===== src/rtl/bridge_1xn_pkg.sv =====
// Shared constants for the 1-to-N data-side bridge: datapath width, miss data, default windows.
// No logic.
// No flow control.
package bridge_1xn_pkg;

    localparam int XLEN = 32;

    localparam logic [XLEN-1:0] MISS_DATA_DEF = 32'hDEAD_BEEF;

    // Data SRAM is the catch-all window; confreg claims 0xBFAF_xxxx.
    localparam logic [XLEN-1:0] DSRAM_BASE = 32'h0000_0000;
    localparam logic [XLEN-1:0] DSRAM_MASK = 32'h0000_0000;
    localparam logic [XLEN-1:0] CONF_BASE  = 32'hBFAF_0000;
    localparam logic [XLEN-1:0] CONF_MASK  = 32'hFFFF_0000;

endpackage


===== src/rtl/bridge_1xn_if.sv =====
// CPU data port plus fanned-out slave ports of the bridge.
// Latency is defined by the bridge: requests 0 cycles, read data 1 cycle.
// No backpressure: the port has no stall signal.
interface bridge_1xn_if
    import bridge_1xn_pkg::*;
#(
    parameter int N_SLV = 2
) ();

    logic                             cpu_data_en;
    logic [3:0]                       cpu_data_wen;
    logic [XLEN-1:0]                  cpu_data_addr;
    logic [XLEN-1:0]                  cpu_data_wdata;
    logic [XLEN-1:0]                  cpu_data_rdata;

    logic [N_SLV-1:0]                 slv_en;
    logic [N_SLV-1:0][3:0]            slv_wen;
    logic [N_SLV-1:0][XLEN-1:0]       slv_addr;
    logic [N_SLV-1:0][XLEN-1:0]       slv_wdata;
    logic [N_SLV-1:0][XLEN-1:0]       slv_rdata;

    // Environment side: CPU requests and slave read data.
    modport master (
        output cpu_data_en, cpu_data_wen, cpu_data_addr, cpu_data_wdata,
        input  cpu_data_rdata,
        input  slv_en, slv_wen, slv_addr, slv_wdata,
        output slv_rdata
    );

    // Bridge side.
    modport slave (
        input  cpu_data_en, cpu_data_wen, cpu_data_addr, cpu_data_wdata,
        output cpu_data_rdata,
        output slv_en, slv_wen, slv_addr, slv_wdata,
        input  slv_rdata
    );

endinterface


===== src/rtl/bridge_addr_dec.sv =====
// Priority address decoder: per-slave base/mask window match, lowest index wins.
// Latency: combinational.
// No backpressure.
module bridge_addr_dec
    import bridge_1xn_pkg::*;
#(
    parameter int                      N_SLV    = 2,
    parameter logic [N_SLV*XLEN-1:0]   SLV_BASE = {DSRAM_BASE, CONF_BASE},
    parameter logic [N_SLV*XLEN-1:0]   SLV_MASK = {DSRAM_MASK, CONF_MASK}
) (
    input  logic [XLEN-1:0]  addr,
    output logic [N_SLV-1:0] sel,
    output logic             miss_n
);

    logic [N_SLV-1:0] hit;

    always_comb begin
        hit = '0;
        for (int i = 0; i < N_SLV; i++) begin
            hit[i] = ((addr & SLV_MASK[i*XLEN +: XLEN]) ==
                      (SLV_BASE[i*XLEN +: XLEN] & SLV_MASK[i*XLEN +: XLEN]));
        end
    end

    // Scan from the top so the lowest matching index is the last one written.
    always_comb begin
        sel = '0;
        for (int i = N_SLV - 1; i >= 0; i--) begin
            if (hit[i]) begin
                sel    = '0;
                sel[i] = 1'b1;
            end
        end
    end

    assign miss_n = |hit;

endmodule


===== src/rtl/bridge_1xn.sv =====
// 1-to-N data bridge: decodes, routes requests, returns rdata from last selected slave.
// Latency: request 0 cycles, rdata and dec_err 1 cycle.
// No backpressure: every cycle accepts a new access.
module bridge_1xn
    import bridge_1xn_pkg::*;
#(
    parameter int                      N_SLV     = 2,
    parameter logic [N_SLV*XLEN-1:0]   SLV_BASE  = {DSRAM_BASE, CONF_BASE},
    parameter logic [N_SLV*XLEN-1:0]   SLV_MASK  = {DSRAM_MASK, CONF_MASK},
    parameter logic [XLEN-1:0]         MISS_DATA = MISS_DATA_DEF
) (
    input  logic              clk,
    input  logic              reset,
    bridge_1xn_if.slave       bus,
    output logic              dec_err,
    output logic [XLEN-1:0]   err_addr,
    output logic [7:0]        err_cnt
);

    logic [N_SLV-1:0] sel;
    logic             miss_n;
    logic             miss;
    logic [N_SLV-1:0] sel_act;

    logic [N_SLV:0]   rsel_q, rsel_d;
    logic             dec_err_q, dec_err_d;
    logic [XLEN-1:0]  err_addr_q, err_addr_d;
    logic [7:0]       err_cnt_q, err_cnt_d;

    bridge_addr_dec #(
        .N_SLV    (N_SLV),
        .SLV_BASE (SLV_BASE),
        .SLV_MASK (SLV_MASK)
    ) u_dec (
        .addr   (bus.cpu_data_addr),
        .sel    (sel),
        .miss_n (miss_n)
    );

    assign miss    = bus.cpu_data_en & ~miss_n;
    assign sel_act = bus.cpu_data_en ? sel : '0;

    // Unselected ports see all-zero fields, so idle slaves never observe stray traffic.
    always_comb begin
        bus.slv_en    = '0;
        bus.slv_wen   = '0;
        bus.slv_addr  = '0;
        bus.slv_wdata = '0;
        for (int i = 0; i < N_SLV; i++) begin
            if (sel_act[i]) begin
                bus.slv_en[i]    = 1'b1;
                bus.slv_wen[i]   = bus.cpu_data_wen;
                bus.slv_addr[i]  = bus.cpu_data_addr;
                bus.slv_wdata[i] = bus.cpu_data_wdata;
            end
        end
    end

    always_comb begin
        rsel_d     = rsel_q;
        dec_err_d  = miss;
        err_addr_d = err_addr_q;
        err_cnt_d  = err_cnt_q;
        if (bus.cpu_data_en) begin
            rsel_d = {miss, sel};
        end
        if (miss) begin
            err_addr_d = bus.cpu_data_addr;
            if (err_cnt_q != 8'hFF) begin
                err_cnt_d = err_cnt_q + 8'd1;
            end
        end
    end

    always_ff @(posedge clk) begin
        if (reset) begin
            rsel_q     <= '0;
            dec_err_q  <= 1'b0;
            err_addr_q <= '0;
            err_cnt_q  <= '0;
        end else begin
            rsel_q     <= rsel_d;
            dec_err_q  <= dec_err_d;
            err_addr_q <= err_addr_d;
            err_cnt_q  <= err_cnt_d;
        end
    end

    // Held rsel_q keeps rdata following the last slave's (held) SRAM output while idle.
    always_comb begin
        bus.cpu_data_rdata = '0;
        for (int i = 0; i < N_SLV; i++) begin
            if (rsel_q[i]) begin
                bus.cpu_data_rdata = bus.slv_rdata[i];
            end
        end
        if (rsel_q[N_SLV]) begin
            bus.cpu_data_rdata = MISS_DATA;
        end
    end

    assign dec_err  = dec_err_q;
    assign err_addr = err_addr_q;
    assign err_cnt  = err_cnt_q;

endmodule

===== src/flat_wrapper.sv =====
// flat-port wrapper written by rule: the top's interface ports become plain ports
module bridge_1xn_flat import bridge_1xn_pkg::*;
#(
    parameter int                      N_SLV     = 2,
    parameter logic [N_SLV*XLEN-1:0]   SLV_BASE  = {DSRAM_BASE, CONF_BASE},
    parameter logic [N_SLV*XLEN-1:0]   SLV_MASK  = {DSRAM_MASK, CONF_MASK},
    parameter logic [XLEN-1:0]         MISS_DATA = MISS_DATA_DEF
)
  (clk, reset, dec_err, err_addr, err_cnt, bus_cpu_data_en, bus_cpu_data_wen, bus_cpu_data_addr, bus_cpu_data_wdata, bus_cpu_data_rdata, bus_slv_en, bus_slv_wen, bus_slv_addr, bus_slv_wdata, bus_slv_rdata);
  bridge_1xn_if #(.N_SLV(N_SLV)) bus_i ();
  input  logic clk;
  input  logic reset;
  output logic dec_err;
  output logic [XLEN-1:0] err_addr;
  output logic [7:0] err_cnt;
  input wire logic [$bits(bus_i.cpu_data_en)-1:0] bus_cpu_data_en;
  input wire logic [$bits(bus_i.cpu_data_wen)-1:0] bus_cpu_data_wen;
  input wire logic [$bits(bus_i.cpu_data_addr)-1:0] bus_cpu_data_addr;
  input wire logic [$bits(bus_i.cpu_data_wdata)-1:0] bus_cpu_data_wdata;
  output wire logic [$bits(bus_i.cpu_data_rdata)-1:0] bus_cpu_data_rdata;
  output wire logic [$bits(bus_i.slv_en)-1:0] bus_slv_en;
  output wire logic [$bits(bus_i.slv_wen)-1:0] bus_slv_wen;
  output wire logic [$bits(bus_i.slv_addr)-1:0] bus_slv_addr;
  output wire logic [$bits(bus_i.slv_wdata)-1:0] bus_slv_wdata;
  input wire logic [$bits(bus_i.slv_rdata)-1:0] bus_slv_rdata;
  assign bus_i.cpu_data_en = bus_cpu_data_en;
  assign bus_i.cpu_data_wen = bus_cpu_data_wen;
  assign bus_i.cpu_data_addr = bus_cpu_data_addr;
  assign bus_i.cpu_data_wdata = bus_cpu_data_wdata;
  assign bus_cpu_data_rdata = bus_i.cpu_data_rdata;
  assign bus_slv_en = bus_i.slv_en;
  assign bus_slv_wen = bus_i.slv_wen;
  assign bus_slv_addr = bus_i.slv_addr;
  assign bus_slv_wdata = bus_i.slv_wdata;
  assign bus_i.slv_rdata = bus_slv_rdata;
  bridge_1xn #(.N_SLV(N_SLV), .SLV_BASE(SLV_BASE), .SLV_MASK(SLV_MASK), .MISS_DATA(MISS_DATA)) u_core (.clk(clk), .reset(reset), .bus(bus_i), .dec_err(dec_err), .err_addr(err_addr), .err_cnt(err_cnt));
endmodule

===== config.mk =====
export PLATFORM = sky130hd
export DESIGN_NAME = bridge_1xn_flat
export DESIGN_NICKNAME = d
export VERILOG_FILES = /design/src/rtl/bridge_1xn_pkg.sv /design/src/rtl/bridge_1xn_if.sv /design/src/rtl/bridge_addr_dec.sv /design/src/rtl/bridge_1xn.sv /design/src/flat_wrapper.sv
export SDC_FILE = /design/constraint.sdc
export NUM_CORES = 1
export LEC_CHECK = 0
export BUFFER_PORTS_ARGS = -buffer_cell sky130_fd_sc_hd__buf_2
export CAP_MARGIN = 20
export CORE_AREA = 2 2 135 137
export DETAILED_ROUTE_END_ITERATION = 12
export DIE_AREA = 0 0 137 139
export SETUP_SLACK_MARGIN = 0.3
export SYNTH_ARGS = -nofsm -noshare
export SYNTH_HDL_FRONTEND = slang
export SYNTH_SLANG_ARGS = --single-unit

===== constraint.sdc =====
create_clock -name clk -period 1.7 [get_ports clk]
set_clock_uncertainty 0.15 [all_clocks]
set_input_delay 0.085 -clock clk [delete_from_list [all_inputs] [get_ports clk]]
set_output_delay 0.085 -clock clk [all_outputs]
set_load 0.02 [all_outputs]

== Word level (Yosys, flattened, before mapping) ==
Index checks and enable logic that the tools add are counted.

* Eq/ne operators: 1
* Muxes and demuxes: 12

{| class="wikitable"
|+ Operators by type and width
! kind !! number
|-
| two-way mux 32 bit || 6
|-
| equality test 16 bit (second input constant) || 1
|-
| two-way mux 4 bit || 2
|-
| two-way mux 2 bit || 2
|-
| two-way mux 1 bit || 2
|}

* Register bits after elaboration: 2
* Input bits: 135
* Logic and storage cells: 14

== Longest topological paths before layout ==
Gate-level depths: netlist of run 1.

* Depth after elaboration: 4
* Depth in mapped cells: 6

== By module ==
Synthesis of run 1 repeated with hierarchy kept, for this count alone.

* Cell total of the unflattened synthesis: 428
* Area, all modules: 3,089.2 sq um

{| class="wikitable"
|+ Modules (own cells, without submodules)
! module !! instances !! cells an instance !! area each (sq um) !! sequential area each (sq um)
|-
| bridge_1xn || 1 || 420 || 3,031.7 || 880.8
|-
| bridge_addr_dec || 1 || 8 || 57.6 || 0.0
|}

== Least setup slack after synthesis of run 1 ==
Ideal clock, no wire load.

* Kind: input to output
* From: input port bus_cpu_data_addr[22]
* To: output port bus_slv_addr[0]
* Arrival time: 1.418 ns
* Data required time: 1.465 ns
* Slack: 0.047 ns
* Stages on the path: 5
* Buffers on the path: 2
* Cells stage by stage: nand4bb_1 > or4_1 > buf_2 > clkbuf_1 > nor2_1

* Longest elaborated chain between the ends: 4

{| class="wikitable"
|+ RTL lines
! what !! line !! source
|-
| from (decl) || flat_wrapper.sv:18 || <nowiki>input wire logic [$bits(bus_i.cpu_data_addr)-1:0] bus_cpu_data_addr;</nowiki>
|-
| equality test 16 bit || bridge_addr_dec.sv:21 || <nowiki>hit[i] = ((addr & SLV_MASK[i*XLEN +: XLEN]) ==</nowiki>
|-
| two-way mux 2 bit || bridge_addr_dec.sv:30 || <nowiki>if (hit[i]) begin</nowiki>
|-
| two-way mux 2 bit || bridge_1xn.sv:41 || <nowiki>assign sel_act = bus.cpu_data_en ? sel : '0;</nowiki>
|-
| two-way mux 32 bit || bridge_1xn.sv:50 || <nowiki>if (sel_act[i]) begin</nowiki>
|-
| to (decl) || flat_wrapper.sv:23 || <nowiki>output wire logic [$bits(bus_i.slv_addr)-1:0] bus_slv_addr;</nowiki>
|}

Every way passes these cells.

== Worst setup path in the final report of run 1 ==
* From: input port bus_cpu_data_addr[16]
* To: output port bus_slv_wdata[26]

* Longest elaborated chain between the ends: 4

{| class="wikitable"
|+ RTL lines
! what !! line !! source
|-
| equality test 16 bit || bridge_addr_dec.sv:21 ||
|-
| two-way mux 2 bit || bridge_addr_dec.sv:30 ||
|-
| two-way mux 2 bit || bridge_1xn.sv:41 ||
|-
| two-way mux 32 bit || bridge_1xn.sv:50 ||
|-
| to (decl) || flat_wrapper.sv:24 || <nowiki>output wire logic [$bits(bus_i.slv_wdata)-1:0] bus_slv_wdata;</nowiki>
|}

Every way passes these cells.

==> metrics.txt, run 1 <==
WL final 12,100 um; IO Port Bufs 301; Tot Pwr 1540 uW; largest net degree at the start of global routing 88; Starting Density 0.0956; Synth Cell Area between 0.0015 and 0.002 mm2; leak pwr 0.00272 uW; register area share after synthesis 0.0237; drt wl/cell 14.1 um; die area 0.0190 mm2; max-slew violations 0; GRT Total Usage 0.0994; HPWL Detailed 7550 um; CTS tree done; Die Width 137 um; first-pass GRT wire length about 15,000 um; worst hold path type in -> reg; largest registers u_core.rsel_q (2); min Tclk post-route 1.86 ns; CP Class in -> out; Cell Pwr Density 264 mW/mm2; crit path DAT approximately 1.6 ns; Overflow after GRT 0; storage element area 42.5 um2; # IOs between 300 and 400; final period utilization 1.09; complex-gate fraction of the synthesized area 0.178; GP Congestion 0.794; WP data required ~1.5 ns; Mapped Cells between 300 and 400; largest family of logic cells by synthesized area simple AND/OR/NAND/NOR gates; clock root buffer clkbuf_16; Die Y 139 um; critical path launch point type input pin; Post-Synth XOR/XNOR Area 0; Fin Setup TNS -9.93 ns; initial drt markers 115; flops & latches, synth 2; mux share of post-synthesis cell area 0; # DRC 0; drt pass-1 iters 4; Peak VDD IR 184 uV; Top reg by flops u_core.rsel_q; setup ws final -0.157 ns; average size of a mapped cell 5.44 um2; nets approximately 760; Multi-input gate area 0.00214 mm2; Worst Hold Slack 0.258 ns; Avg Vias per Cell roughly 3.8; area grow syn2layout 245%; max reg flops 2; Antenna Diode Count 0; # rows 49; share of layout cells above drive strength 1 0.751; clk buf depth 2; Max Clock Freq 538 MHz; Routed Antenna Nets 0; cts bufs inserted 3; crit-path max cell delay 0.70 ns; R2R depth 3; H-tree level count 1; cell chain of the critical path buf_2, nand4_1, or4_4, buf_12, buf_12, nor2_4, buf_6; Worst Path Max Fanout 13; cell repeated most along the worst path buf_12; Sink Count 2; simple-gate area share of the yosys netlist 0.512; CORE AREA 0.0177 mm2; RSZ-0062 raised after global routing yes; CP max-delay cell or4_4; initial antenna violation count 0; MaxCap Viol Count 0; final hold viol count 0; Setup crit end kind output port; Adder-Cell Fraction of Synth Area 0; Final Cell Area ~0.0058 mm2; status finished, violations left; final setup vio count 123; Synth cell types 20; routed vias 3,266; Skew-Pair Late Insertion Delay 0.22 ns; Worst-path clk slew 0.03 ns; Yosys warning total 0; number of global-route vias before repair ~3,000; placed cell area 0.00383 mm2; Filler Cell Count 1,778; Hold Path Stages 3; violations in the final reports negative setup slack
what timing repair did:
item                                   CTS  global route
setup endpoints to repair              168           168
setup buffers                           11             5
resized for setup                      270           177
endpoints found under the hold margin    2             0
pin swaps                               34            26
hold buffers                             1             0
gates cloned                             6             3
metrics by stage:
stage	instances	worst slack (ns)	utilization
global route	856	-0.214	0.330
finish	856	-0.157	0.330
CTS	848	-0.201	0.288
global placement	827	-0.227	0.217
detailed placement	827	-0.237	0.217
floorplan	353	0.175	-
report_power, final:
group | internal (uW) | leakage [uW] | switching, uW
sequential | 50.8 | 0.0000172 | 2.84
combinational | 514 | 0.00266 | 618
clock | 299 | 0.0000370 | 53.0
total | 864 | 0.00272 | 673
final cells by class:
class | count | share of cell area
tap | 229 | 0.0492
sequential | 2 | 0.00730
multi-input combinational | 274 | 0.368
clock buffer | 3 | 0.0129
timing repair buffer | 348 | 0.563
cell usage in the layout (no fill, tap or decap), types with 3 or more instances in the layout:
cell type / Yosys / final
nor2_2: 10 / 4
nand2_1: 52 / 52
buf_12: 0 / 16
buf_4: 45 / 8
buf_8: 0 / 3
buf_16: 0 / 7
nor2_4: 0 / 100
clkbuf_16: 0 / 5
and3_4: 0 / 3
and2_1: 16 / 14
buf_2: 5 / 144
buf_6: 2 / 167
a22o_1: 32 / 31
conb_1: 1 / 44
and3_2: 0 / 4
and3_1: 15 / 8
final timing paths:
kind | slack [ns] | from | endpoint
worst min-delay path | 0.26 | bus_cpu_data_en | u_core.rsel_q[0]
worst max register to register | 0.54 | u_core.rsel_q[1] | u_core.rsel_q[1]
worst min register to register | 0.36 | u_core.rsel_q[0] | u_core.rsel_q[0]
worst max-delay path | -0.16 | bus_cpu_data_addr[16] | bus_slv_wdata[26]
routing by layer:
metal / track usage / part of all wire
met5: 0 / 0
met4: 0.0147 / 0.0065
met3: 0.0110 / 0.072
met2: 0.198 / 0.55
met1: 0.112 / 0.37
critical path, delay by kind of cell:
kind          cells  cell delay, ns
simple gates      3            0.95
buf+inv           4            0.58
cells by family after synthesis:
kind of cell	Yosys count
flops	2
simple gates	196
buf+inv	77
compound gates	34
other cells	1
synthesized netlist by cell type:
master | number | area share
nor2_1 | 96 | 0.21
nand2_1 | 52 | 0.12
buf_4 | 45 | 0.20
a22o_1 | 32 | 0.17
clkbuf_1 | 25 | 0.056
and2_1 | 16 | 0.059
and3_1 | 15 | 0.056
nor2_2 | 10 | 0.037
buf_2 | 5 | 0.015
buf_6 | 2 | 0.013
dfxtp_1 | 2 | 0.024
nand4_1 | 2 | 0.0074
a211oi_1 | 1 | 0.0044
a211oi_2 | 1 | 0.0074
conb_1 | 1 | 0.0022
nand4b_1 | 1 | 0.0052
nand4bb_1 | 1 | 0.0067
nor2b_1 | 1 | 0.0037
nor4_1 | 1 | 0.0037
or4_1 | 1 | 0.0044
(Power assumes the default switching activity.)
==> run 2: changes to the inputs <==
==> constraint.sdc (replaced) <==
create_clock -name clk -period 1.73 [get_ports clk]
set_clock_uncertainty 0.15 [all_clocks]
set_input_delay 0.0865 -clock clk [delete_from_list [all_inputs] [get_ports clk]]
set_output_delay 0.0865 -clock clk [all_outputs]
set_load 0.02 [all_outputs]
==> run 2 against run 1 <==
Effect of this change:
- routed wire length fell by 17%
- sequential cell count did not move
- combinational power fell by 21%
- critical path depth did not move
- die area did not move
- register-to-register slack improved by 0.13 ns
- count of clock-buffer cells in the layout did not move
- global-route usage fell by 0.89 points
- hold slack improved by 0.042 ns
- total power fell by 17%
- the run still ends with negative setup slack left
- cell count fell by 1.9%
==> metrics.txt, run 2 (synthesis results as in run 1) <==
Skew-Pair Late Insertion Delay 0.21 ns; setup ws final -0.136 ns; Top reg by flops u_core.rsel_q; final setup vio count 80; GRT Total Usage 0.0905; # DRC 0; largest net degree at the start of global routing 51; status finished, violations left; max-slew violations 0; initial drt markers 92; max reg flops 2; violations in the final reports negative setup slack; GP Congestion 0.759; CP Class in -> out; Antenna Diode Count 0; IO Port Bufs between 300 and 400; Routed Antenna Nets 0; Die Width 137 um; die area between 0.015 and 0.02 mm2; H-tree level count 1; Starting Density 0.0956; final period utilization 1.08; area grow syn2layout 169%; Die Y 139 um; cts bufs inserted 3; min Tclk post-route 1.87 ns; MaxCap Viol Count 0; # IOs ~350; crit path DAT between 1.5 and 2 ns; worst slack at placement -0.161 ns; most common cell after layout, fill and taps aside buf_2; Sink Count 2; Fin Setup TNS -4.46 ns; fin util 0.257; Max Clock Freq roughly 540 MHz; nets about 750; final hold viol count 0; commonest non-fill, non-tap cells in the layout buf_2 (232), buf_6 (54), nand2_1 (52), nor2_4 (52), nor2_1 (48); WP data required 1.49 ns; HPWL Detailed 7650 um; Avg Vias per Cell ~3.7; RSZ-0062 raised after global routing yes; share of layout cells above drive strength 1 0.668; Overflow after GRT 0; critical path launch point type input pin; drt wl/cell approximately 12 um; drt pass-1 iters 4; clock root buffer clkbuf_16; worst hold path type in -> reg; CORE AREA 0.0177 mm2; Worst Path Max Fanout 27; Setup crit end kind output port; Peak VDD IR 312 uV; # rows 49; first-pass GRT wire length 14,000 um; WL final approximately 10,000 um; clk buf depth 2; Hold Path Stages 4; R2R depth 3; number of global-route vias before repair 2,713; Worst-path clk slew 0.03 ns; initial antenna violation count 1; routed vias 3,076; Cell Pwr Density between 200 and 300 mW/mm2; largest registers u_core.rsel_q (2); CTS tree done; leak pwr between 0.002 and 0.0025 uW
==> run 2: cell types whose count changed in the layout (fill, tap and decap cells not counted), moves of 4 or more <==
cell,previous run,this run
and3_2,4,0
and3_4,3,8
buf_12,16,11
buf_16,7,3
buf_2,144,232
buf_4,8,29
buf_6,167,54
nor2_1,2,48
nor2_4,100,52
==> run 2: critical path: stages <==
cell      delay [ns]
buf_6           0.09
nand4b_1        0.17
buf_6           0.15
or4_4           0.52
buf_12          0.22
and3_1          0.21
buf_2           0.15
==> run 2: power breakdown <==
part / internal (uW) / switching [uW] / total (uW) / leakage (uW)
combinational: 353 / 534 / 888 / 0.00241
sequential: 49.9 / 3.02 / 53.0 / 0.0000172
clock: 294 / 46.1 / 340 / 0.0000370
==> run 2: layer usage <==
metal / global-route usage / vias to the layer above / share of wire
met5: 0 / - / 0
met2: 0.176 / 181 / 0.52
met3: 0.0110 / 5 / 0.081
met1: 0.108 / 1373 / 0.40
met4: 0.00760 / 0 / 0.0036
li1: - / 1517 / -
==> run 2: timing repair <==
item	in CTS	in global routing
resized for setup	95	42
pin swaps	2	12
cloned	4	0
endpoints found under the hold margin	2	0
buffers inserted	2	2
hold buffers	1	0
endpoints found under the setup margin	167	168
==> run 2: path summary, 6_finish.rpt <==
path | slack, ns | start | to
min | 0.30 | bus_cpu_data_en | u_core.rsel_q[1]
max | -0.14 | bus_cpu_data_addr[30] | bus_slv_addr[59]
min reg2reg | 0.36 | u_core.rsel_q[0] | u_core.rsel_q[0]
max reg2reg | 0.67 | u_core.rsel_q[1] | u_core.rsel_q[1]
==> run 2: final cells by class <==
type | instances | area (um2)
Multi-Input combinational cell | 274 | 1790
Timing Repair Buffer | 332 | 2350
Sequential cell | 2 | 42.5
Tap cell | 229 | 287
Clock buffer | 3 | 75.1
Fill cell | 1907 | 13100
==> run 2: per-stage QoR <==
stage               instance area (um2)  instances  total power, uW  hold WS, ns
floorplan                          2310        353              613      0.00115
global placement                   3850        828              871        0.122
detailed placement                 3850        828              872        0.124
CTS                                4390        838             1240        0.309
global route                       4540        840             1360        0.348
finish                             4540        840             1280        0.300
==> run 3: changes to the inputs <==
--- a/config.mk
+++ b/config.mk
@@ -5,11 +5,13 @@
 export SDC_FILE = /design/constraint.sdc
 export NUM_CORES = 1
 export LEC_CHECK = 0
+export ABC_AREA = 1
 export BUFFER_PORTS_ARGS = -buffer_cell sky130_fd_sc_hd__buf_2
 export CAP_MARGIN = 20
-export CORE_AREA = 2 2 135 137
+export CORE_AREA = 2 2 136 138
 export DETAILED_ROUTE_END_ITERATION = 12
-export DIE_AREA = 0 0 137 139
+export DIE_AREA = 0 0 138 140
+export MAX_ROUTING_LAYER = met4
 export SETUP_SLACK_MARGIN = 0.3
 export SYNTH_ARGS = -nofsm -noshare
 export SYNTH_HDL_FRONTEND = slang
==> run 3 against run 2 <==
Effect of this change:
- highest routed layer unchanged
- die area is 1.5% higher
- worst setup slack better by 0.45 ns
- register-to-register slack better by 0.06 ns
- the flow now finishes without violations
- cell count is 11% higher
==> metrics.txt, run 3 <==
status completed; count leader, synth nor2_1; WP data required 1.49 ns; initial drt markers 121; GRT Total Usage 0.0832; largest net degree at the start of global routing 55; Synth cell types 14; register area share after synthesis 0.0218; Starting Density 0.103; Hold Path Stages 2; drt pass-1 iters 4; Worst-path clk slew 0.03 ns; cts bufs inserted 3; Crit path max-delay family simple AND/OR/NAND/NOR gates; final non-filler cell total 932; WP buf/inv 3; GP Congestion 0.757; WL final between 10,000 and 15,000 um; CTS tree done; Setup crit end kind output port; critical path launch point type input pin; asr flop ratio synth 0; Fin Setup TNS 0 ns; Hold Startpoint bus_cpu_data_en; Filler Cell Count 1,978; CP Class in -> out; hold path endpoint u_core.rsel_q[0]; flops & latches, synth 2; Yosys warning total 0; R2R depth 3; Overflow after GRT 0; min Tclk post-route between 1 and 1.5 ns; first-pass GRT wire length 13,100 um; RSZ-0062 raised after global routing yes; Skew-Pair Late Insertion Delay 0.22 ns; Routed Antenna Nets 0; IO Port Bufs 301; nets 840; Worst Path Max Fanout 8; # DRC 0; placed cell count 917; cell repeated most along the worst path nor2_4; fin util 0.247; die area 0.0193 mm2; crit path DAT 1.17 ns; # IOs 346; HPWL Detailed 7520 um; routed vias between 3,000 and 4,000; max reg flops 2; Synth area leaders nor2_1 (22%), inv_1 (19%), buf_4 (18%); Mapped Cells 401; Top FF cell, synth dfxtp_1; final period utilization 0.816; largest registers u_core.rsel_q (2); # rows around 50; max-slew violations 0; commonest non-fill, non-tap cells in the layout buf_2 (242), inv_1 (87), nand2_1 (70), nor2_1 (65), buf_6 (50); final hold viol count 0; Top reg by flops u_core.rsel_q; Reg2Reg Setup Slack 0.73 ns; most common cell after layout, fill and taps aside buf_2; Setup Buffers After CTS 0; clock root buffer clkbuf_16; clk buf depth 2; worst hold path type in -> reg; final setup vio count 0; top-area cell type share of the netlist area 0.223; Critical R2R Capture u_core.rsel_q[0]; worst r2r src u_core.rsel_q[0]; cell chain of the critical path buf_8, nor2_4, nand2_2, nor2_4, nand2_4, nand2_8, clkbuf_16, nor2_2, buf_6; Peak VDD IR 238 uV; share of layout cells above drive strength 1 0.570; Die Width 138 um; leak pwr 0.00301 uW; Cell Pwr Density 325 mW/mm2; Synth area leader nor2_1; Die Y 140 um; EDFF count, synth 0; drt wl/cell 11.1 um; H-tree level count 1; number of global-route vias before repair between 2,000 and 3,000; area grow syn2layout 139%; initial antenna violation count 0; Synth Cell Area 0.00184 mm2; Max Clock Freq between 700 and 800 MHz; CP max-delay cell clkbuf_16; crit-path max cell delay approximately 0.20 ns; Sink Count 2; CORE AREA between 0.015 and 0.02 mm2; Antenna Diode Count 0; average size of a mapped cell 4.58 um2; Commonest cells post-synth nor2_1 (109), inv_1 (91), nand2_1 (76), buf_4 (45), nand3_1 (33); Avg Vias per Cell 3.49; MaxCap Viol Count 0
run 3: cell count changes in the layout (fill, tap and decap cells not counted), moves of 17 or more:
| cell | delta |
|---|---|
| a22o_1 | -31 |
| inv_1 | +87 |
| nand2_1 | +18 |
| nand3_1 | +32 |
| nor2_1 | +17 |
| nor2_2 | +36 |
| nor2_4 | -33 |
run 3: final cells by class:
cell class | instances | area, um2 | share of cell area
Timing Repair Buffer | 324 | 2220 | 0.505
Sequential cell | 2 | 41.3 | 0.00940
Inverter | 91 | 344 | 0.0784
Tap cell | 229 | 287 | 0.0653
Multi-Input combinational cell | 283 | 1430 | 0.325
Clock buffer | 3 | 75.1 | 0.0171
run 3: repair_timing:
action / CTS / global route
hold buffers: 1 / 0
cloned: 1 / 10
pin swaps: 1 / 12
setup endpoints to repair: 129 / 150
resized for setup: 11 / 181
endpoints found under the hold margin: 1 / 0
run 3: metrics by stage:
stage          hold slack (ns)  power (uW)  worst slack [ns]  instance area, um2
6_report                 0.189        1430             0.319                4390
5_1_grt                  0.253        1520             0.233                4390
4_1_cts                 0.0915        1220             0.280                3600
3_5_place_dp             0.229         852             0.169                3450
3_3_place_gp             0.209         850             0.191                3450
2_1_floorplan           0.0291         591             0.429                2000
run 3: per-layer routing:
metal	part of all wire	GRT usage
met1	0.35	0.0849
met2	0.55	0.168
met3	0.075	0.0126
met4	0.021	0.0150
met5	0	-
run 3: kinds of logic after synthesis:
kind of cell           synth area share
other                           0.00204
buffers and inverters             0.440
DFF                              0.0218
AOI/OAI and AO/OA               0.00682
and+or+nand+nor                   0.530
run 3: report_power, final:
group          switching (uW)  internal, uW
clock network            49.2           294
logic                     605           425
registers                4.53          49.7
total                     658           768
run 3: how the worst max path moves through the flow:
stage | from | end | slack, ns | cells past startpoint
after floorplan | u_core.rsel_q[1] | bus_cpu_data_rdata[0] | 0.43 | 5
after global placement | bus_cpu_data_addr[30] | bus_slv_wdata[55] | 0.19 | 9
after detailed placement | bus_cpu_data_addr[30] | bus_slv_wdata[55] | 0.17 | 9
after CTS | bus_cpu_data_addr[30] | bus_slv_wdata[55] | 0.28 | 9
after global routing | bus_cpu_data_addr[22] | bus_slv_wdata[50] | 0.23 | 9
final | bus_cpu_data_addr[22] | bus_slv_wdata[51] | 0.32 | 9
